===== src/rtl/freq_gate_counter.sv =====
// Gated frequency counter: counts synchronized rising edges of `signal` over a
// free-running window of GATE_CYCLES clocks and publishes the saturated count.
module freq_gate_counter #(
  parameter int unsigned GATE_CYCLES = 32'd50_000_000,
  parameter int unsigned CNT_W       = 16
) (
  input  logic             clk,
  input  logic             rst,
  input  logic             signal,
  output logic [CNT_W-1:0] freq,
  output logic             freq_vld,
  output logic             ovf
);

  localparam int unsigned GW   = (GATE_CYCLES > 1) ? $clog2(GATE_CYCLES) : 1;
  localparam logic [GW-1:0] LAST = GW'(GATE_CYCLES - 1);

  logic             s1;
  logic             s2;
  logic             s3;
  logic             pulse;
  logic [GW-1:0]    gate_cnt;
  logic [CNT_W-1:0] edge_cnt;
  logic             sat;
  logic             close;
  logic             at_max;
  logic             sat_hit;
  logic [CNT_W-1:0] cnt_inc;

  assign pulse   = s2 & ~s3;
  assign close   = (gate_cnt == LAST);
  assign at_max  = &edge_cnt;
  assign sat_hit = pulse & at_max;
  // Count including this cycle's pulse, held at full scale instead of wrapping.
  assign cnt_inc = (pulse && !at_max) ? edge_cnt + CNT_W'(1) : edge_cnt;

  always_ff @(posedge clk or posedge rst) begin
    if (rst) begin
      s1 <= 1'b0;
      s2 <= 1'b0;
      s3 <= 1'b0;
    end else begin
      s1 <= signal;
      s2 <= s1;
      s3 <= s2;
    end
  end

  always_ff @(posedge clk or posedge rst) begin
    if (rst) begin
      gate_cnt <= '0;
    end else if (close) begin
      gate_cnt <= '0;
    end else begin
      gate_cnt <= gate_cnt + GW'(1);
    end
  end

  // A pulse on the close edge goes to the closing window; the new one starts empty.
  always_ff @(posedge clk or posedge rst) begin
    if (rst) begin
      edge_cnt <= '0;
      sat      <= 1'b0;
    end else if (close) begin
      edge_cnt <= '0;
      sat      <= 1'b0;
    end else begin
      edge_cnt <= cnt_inc;
      if (sat_hit) begin
        sat <= 1'b1;
      end
    end
  end

  always_ff @(posedge clk or posedge rst) begin
    if (rst) begin
      freq     <= '0;
      ovf      <= 1'b0;
      freq_vld <= 1'b0;
    end else begin
      freq_vld <= close;
      if (close) begin
        freq <= cnt_inc;
        ovf  <= sat | sat_hit;
      end
    end
  end

endmodule


===== config.mk =====
export PLATFORM = sky130hd
export DESIGN_NAME = freq_gate_counter
export DESIGN_NICKNAME = d
export VERILOG_FILES = /design/src/rtl/freq_gate_counter.sv
export SDC_FILE = /design/constraint.sdc
export NUM_CORES = 1
export LEC_CHECK = 0
export ABC_CLOCK_PERIOD_IN_PS = 2900
export BUFFER_PORTS_ARGS = -buffer_cell sky130_fd_sc_hd__buf_2
export CAP_MARGIN = 20
export CORE_MARGIN = 5
export CORE_UTILIZATION = 40
export DETAILED_ROUTE_END_ITERATION = 6
export PLACE_DENSITY = 0.57
export SYNTH_ARGS = -nofsm -noshare
export SYNTH_HDL_FRONTEND = slang
export SYNTH_SLANG_ARGS = --single-unit

===== constraint.sdc =====
create_clock -name clk -period 2.9 [get_ports clk]
set_input_delay 0.58 -clock clk [delete_from_list [all_inputs] [get_ports clk]]
set_output_delay 0.58 -clock clk [all_outputs]
set_load 0.02 [all_outputs]

==> impl_metrics.prom <==
# TYPE chip_impl_metric gauge
chip_impl_metric{name="post-cts-setup-buffers",unit=""} 0
chip_impl_metric{name="layout_min_cycle_time",unit="ns"} 2.18
chip_impl_metric{name="number_of_enable_type_register_cells_in_the_synthesized_netlist",unit=""} 0
chip_impl_metric{name="syn_area",unit="µm²"} 3030
chip_impl_metric{name="p_comb_frac",unit=""} 0.052
chip_impl_info{name="cts_tree",value="done"} 1
chip_impl_info{name="run_status",value="completed"} 1
chip_impl_info{name="holdCritPathClass",value="in2async"} 1
chip_impl_metric{name="syn2layout_area_growth",unit="%"} 13.5
chip_impl_metric{name="boundaryPins",unit=""} 21
chip_impl_metric{name="first_global_vias",unit=""} 2365
chip_impl_metric{name="cts.path.max_buffers",unit=""} 2
chip_impl_metric{name="detailedPlacementHpwl",unit="mm"} 4.69
chip_impl_info{name="synth_top_cells_by_area",value="dfrtp_1, a21oi_1, a31oi_1"} 1
chip_impl_metric{name="gr-usage-met1",unit=""} 0.207
chip_impl_metric{name="clk_pin_slew",unit="ns"} 0.07
chip_impl_metric{name="initial_core_util",unit=""} 0.414
chip_impl_metric{name="num_vias",unit=""} 2337
chip_impl_metric{name="rows",unit=""} 31
chip_impl_metric{name="switching_power",unit="µW"} 419
chip_impl_metric{name="multiInputGateArea",unit="µm²"} 1330
chip_impl_metric{name="wl",unit="mm"} 6.55
chip_impl_metric{name="area_taken_by_flip_flops_and_latches",unit="µm²"} 1600
chip_impl_metric{name="clock_sinks",unit=""} 64
chip_impl_metric{name="final_cells",unit=""} 423
chip_impl_metric{name="internal_power",unit="mW"} 1.37
chip_impl_metric{name="max_slew.worst_pin.slew",unit="ns"} 0.611
chip_impl_metric{name="maxSlewViolCount",unit=""} 0
chip_impl_metric{name="share_clk_of_total_power",unit=""} 0.409
chip_impl_metric{name="wire_length_of_the_first_global_routing_pass",unit="mm"} 11.4
chip_impl_metric{name="die_y",unit="µm"} 97.1
chip_impl_metric{name="die_width",unit="µm"} 97.1
chip_impl_info{name="cpMaxStageDelayCell",value="and3_2"} 1
chip_impl_info{name="rsz_0062_raised_after_global_routing",value="false"} 1
chip_impl_info{name="timing.setup.critical_path_class",value="reg2reg"} 1
chip_impl_metric{name="power_frac_seq",unit=""} 0.539
chip_impl_metric{name="fin_worst_skew",unit="ns"} 0.00794
chip_impl_metric{name="largest_net_degree_at_the_start_of_global_routing",unit=""} 28
chip_impl_metric{name="synth.lib_cells_used.distinct",unit=""} 41
chip_impl_metric{name="number_of_drc_violations_after_detailed_routing_iteration_0",unit=""} 109
chip_impl_metric{name="total_negative_slack",unit="ns"} 0
chip_impl_metric{name="gp_routability_congestion",unit=""} 0.838
chip_impl_info{name="clk_root_buffer_cell",value="clkbuf_8"} 1
chip_impl_info{name="worstPathCellList",value="and4_1 -> and2_1 -> and3_2 -> buf_4 -> mux2i_1"} 1
chip_impl_metric{name="tritoncts.num_buffers",unit=""} 9
chip_impl_metric{name="drc",unit=""} 0
chip_impl_info{name="synth.largest_area_cell",value="dfrtp_1"} 1
chip_impl_metric{name="diodes",unit=""} 0
chip_impl_metric{name="dp.cells",unit=""} 408
chip_impl_info{name="global_route.peak_usage_layer",value="met2"} 1
chip_impl_metric{name="synth.yosys.warnings",unit=""} 0
chip_impl_metric{name="static-leakage-power",unit="nW"} 1.55
chip_impl_metric{name="core_area",unit="µm²"} 7330
chip_impl_metric{name="irDropWorstVdd",unit="mV"} 0.327
chip_impl_metric{name="cellPowerDensity",unit="nW/µm²"} 519
chip_impl_metric{name="synth_seq_cells",unit=""} 64
chip_impl_metric{name="ctsHtreeMaxLevel",unit=""} 3
chip_impl_metric{name="critical_path_peak_fanout",unit=""} 20
chip_impl_metric{name="timing.slew.headroom",unit=""} 0.592
chip_impl_metric{name="maxCapViolCount",unit=""} 0
chip_impl_info{name="start_kind",value="flip-flop"} 1
chip_impl_metric{name="async_flop_share",unit=""} 1.00
chip_impl_metric{name="critical_path_arrival",unit="ns"} 2.43
chip_impl_metric{name="first_pass_iteration_count_of_the_detailed_router",unit=""} 4
chip_impl_metric{name="route.detailed.wl_per_inst",unit="µm"} 15.5
chip_impl_metric{name="ctsHoldBuffers",unit=""} 0
chip_impl_metric{name="post_route_cells_drive_above_1_share",unit=""} 0.160
chip_impl_metric{name="postSynthNetCount",unit=""} 301
chip_impl_metric{name="global_route.usage.total",unit=""} 0.150
chip_impl_metric{name="worst-endpoint-required",unit="ns"} 3.15
chip_impl_metric{name="worst_path_largest_cell_delay",unit="ns"} 0.46
chip_impl_metric{name="groute.layer.met2.usage",unit=""} 0.227
chip_impl_metric{name="design.die.area",unit="µm²"} 9420
chip_impl_metric{name="drtAntennaViolNets",unit=""} 0
chip_impl_metric{name="insertion_delay_of_the_later_clocked_pin_in_the_worst_skew_pair",unit="ns"} 0.33
chip_impl_metric{name="max_freq",unit="MHz"} 458
chip_impl_metric{name="synthDominantCellAreaShare",unit=""} 0.528
chip_impl_metric{name="route.detailed.vias_per_inst",unit=""} 5.52
chip_impl_metric{name="grt_util_met3",unit=""} 0.0452
chip_impl_info{name="synth_flop_cell",value="dfrtp_1"} 1
chip_impl_metric{name="fillerInstances",unit=""} 680
chip_impl_metric{name="timing.final.hold_violations",unit=""} 0
chip_impl_metric{name="nets",unit=""} 325
chip_impl_metric{name="fin_crit_sh",unit=""} 0.752
chip_impl_metric{name="globalRouteOverflowTotal",unit=""} 0
chip_impl_metric{name="yosysSeqAreaShare",unit=""} 0.528
chip_impl_metric{name="buffer_ports.inserted",unit=""} 20
chip_impl_metric{name="grt_antenna_before_repair",unit=""} 0
chip_impl_metric{name="p_sw_frac",unit=""} 0.235
chip_impl_metric{name="cts-resized-gates",unit=""} 0
chip_impl_metric{name="synthCells",unit=""} 296
chip_impl_info{name="worstSetupEndpointType",value="flip-flop"} 1
chip_impl_metric{name="synth_area_per_cell",unit="µm²"} 10.2
chip_impl_metric{name="final-setup-viol-count",unit=""} 0
## registers in the layout, summed over array words and instances (netlist names)
register,count
s2,1
edge_cnt,16
s3,1
gate_cnt,26
freq_vld,1
ovf,1
freq,16
sat,1
s1,1
## final timing paths
check | start | to | slack [ns] | depth (start not counted)
hold / removal | rst | gate_cnt[18]$_DFF_PP0_ | 0.32 | 2
max in group asynchronous | rst | edge_cnt[1]$_DFF_PP0_ | 1.86 | 3
setup / recovery | gate_cnt[13]$_DFF_PP0_ | freq[10]$_DFFE_PP0N_ | 0.72 | 5
setup reg to reg | gate_cnt[13]$_DFF_PP0_ | freq[10]$_DFFE_PP0N_ | 0.72 | 5
hold reg to reg | s1$_DFF_PP0_ | s2$_DFF_PP0_ | 0.35 | 0
min in group clk | s1$_DFF_PP0_ | s2$_DFF_PP0_ | 0.35 | 0
## cell usage after synthesis (3+ instances only)
library cell / number
buf_1: 3
nor2_1: 12
and2_1: 8
a21oi_1: 24
nand2_1: 18
inv_1: 12
buf_2: 3
mux2_2: 6
a31oi_1: 17
nor2b_1: 6
clkbuf_1: 8
o31ai_1: 7
xor2_1: 8
or4_1: 8
and4_1: 7
dfrtp_1: 64
nand4_1: 10
or3_1: 11
nor3_1: 5
mux2i_1: 7
and3_1: 5
nand3_1: 10
o21ai_0: 11
xnor2_1: 5
## kinds of logic (layout without fill, tap and decap cells)
logic type	Yosys count	count (layout)	share of synthesized area
fa+ha+maj	2	2	0.00825
simple gates	112	112	0.218
xor+xnor	13	13	0.0376
buf+inv	26	54	0.0334
compound gates	66	66	0.130
mux	13	13	0.0454
flops	64	64	0.528
## routing by layer
layer	wire, µm	vias to the layer above
met5	0	-
met4	61	0
met3	266	6
met2	3040	41
met1	3180	1154
li1	-	1136
## final cells by class
cell class | count | area share
clock buffers | 11 | 0.0411
clock inverters | 4 | 0.0131
multi-input cells | 206 | 0.387
well taps | 99 | 0.0360
repair buffers | 27 | 0.0444
flip-flops and latches | 64 | 0.466
inverters | 12 | 0.0131
## per-stage QoR
stage | total power, mW | hold slack, ns | worst slack (ns) | instance area [µm²] | util
global route | 1.88 | 0.329 | 0.525 | 3440 | 0.469
floorplan | 1.04 | 0.331 | 0.722 | 3030 | -
finish | 1.78 | 0.320 | 0.718 | 3440 | 0.469
global placement | 1.07 | 0.334 | 0.796 | 3250 | 0.444
CTS | 1.81 | 0.336 | 0.696 | 3440 | 0.469
detailed placement | 1.07 | 0.340 | 0.729 | 3250 | 0.444
## power groups by stage
stage	Combinational [mW]	Clock [mW]	Sequential, mW
after CTS	0.0956	0.752	0.960
after floorplan	0.0731	0	0.966
after global routing	0.112	0.800	0.965
final	0.0933	0.730	0.962
after detailed placement	0.0969	0	0.975
after global placement	0.0949	0	0.976
## critical path: cells and delay by family, from the launching register on
family,cells,cell delay (ns)
AND/OR/NAND/NOR,3,1.15
flip-flops,1,0.40
buffers and inverters,1,0.32
multiplexers,1,0.22
## placed cells by master, fill, tap and decap left out, types with 2 or more instances in the layout
| master | count |
|---|---|
| mux2_2 | 6 |
| nor4b_1 | 2 |
| buf_4 | 7 |
| and4_1 | 7 |
| buf_2 | 20 |
| inv_1 | 11 |
| or4_1 | 8 |
| clkbuf_8 | 10 |
| or3_1 | 11 |
| and3_1 | 4 |
| o31ai_1 | 7 |
| clkinv_2 | 3 |
| dfrtp_1 | 64 |
| a21o_1 | 2 |
| and2_1 | 8 |
| o21ai_0 | 11 |
| nor3_1 | 5 |
| nand4_1 | 10 |
| a21oi_1 | 24 |
| xnor2_1 | 5 |
| nor2b_1 | 6 |
| nand2_1 | 18 |
| xor2_1 | 8 |
| nand3_1 | 10 |
| ha_1 | 2 |
| mux2i_1 | 7 |
| a31oi_1 | 17 |
| nor2_1 | 12 |
| nand2b_1 | 2 |
(Power assumes the default switching activity.)
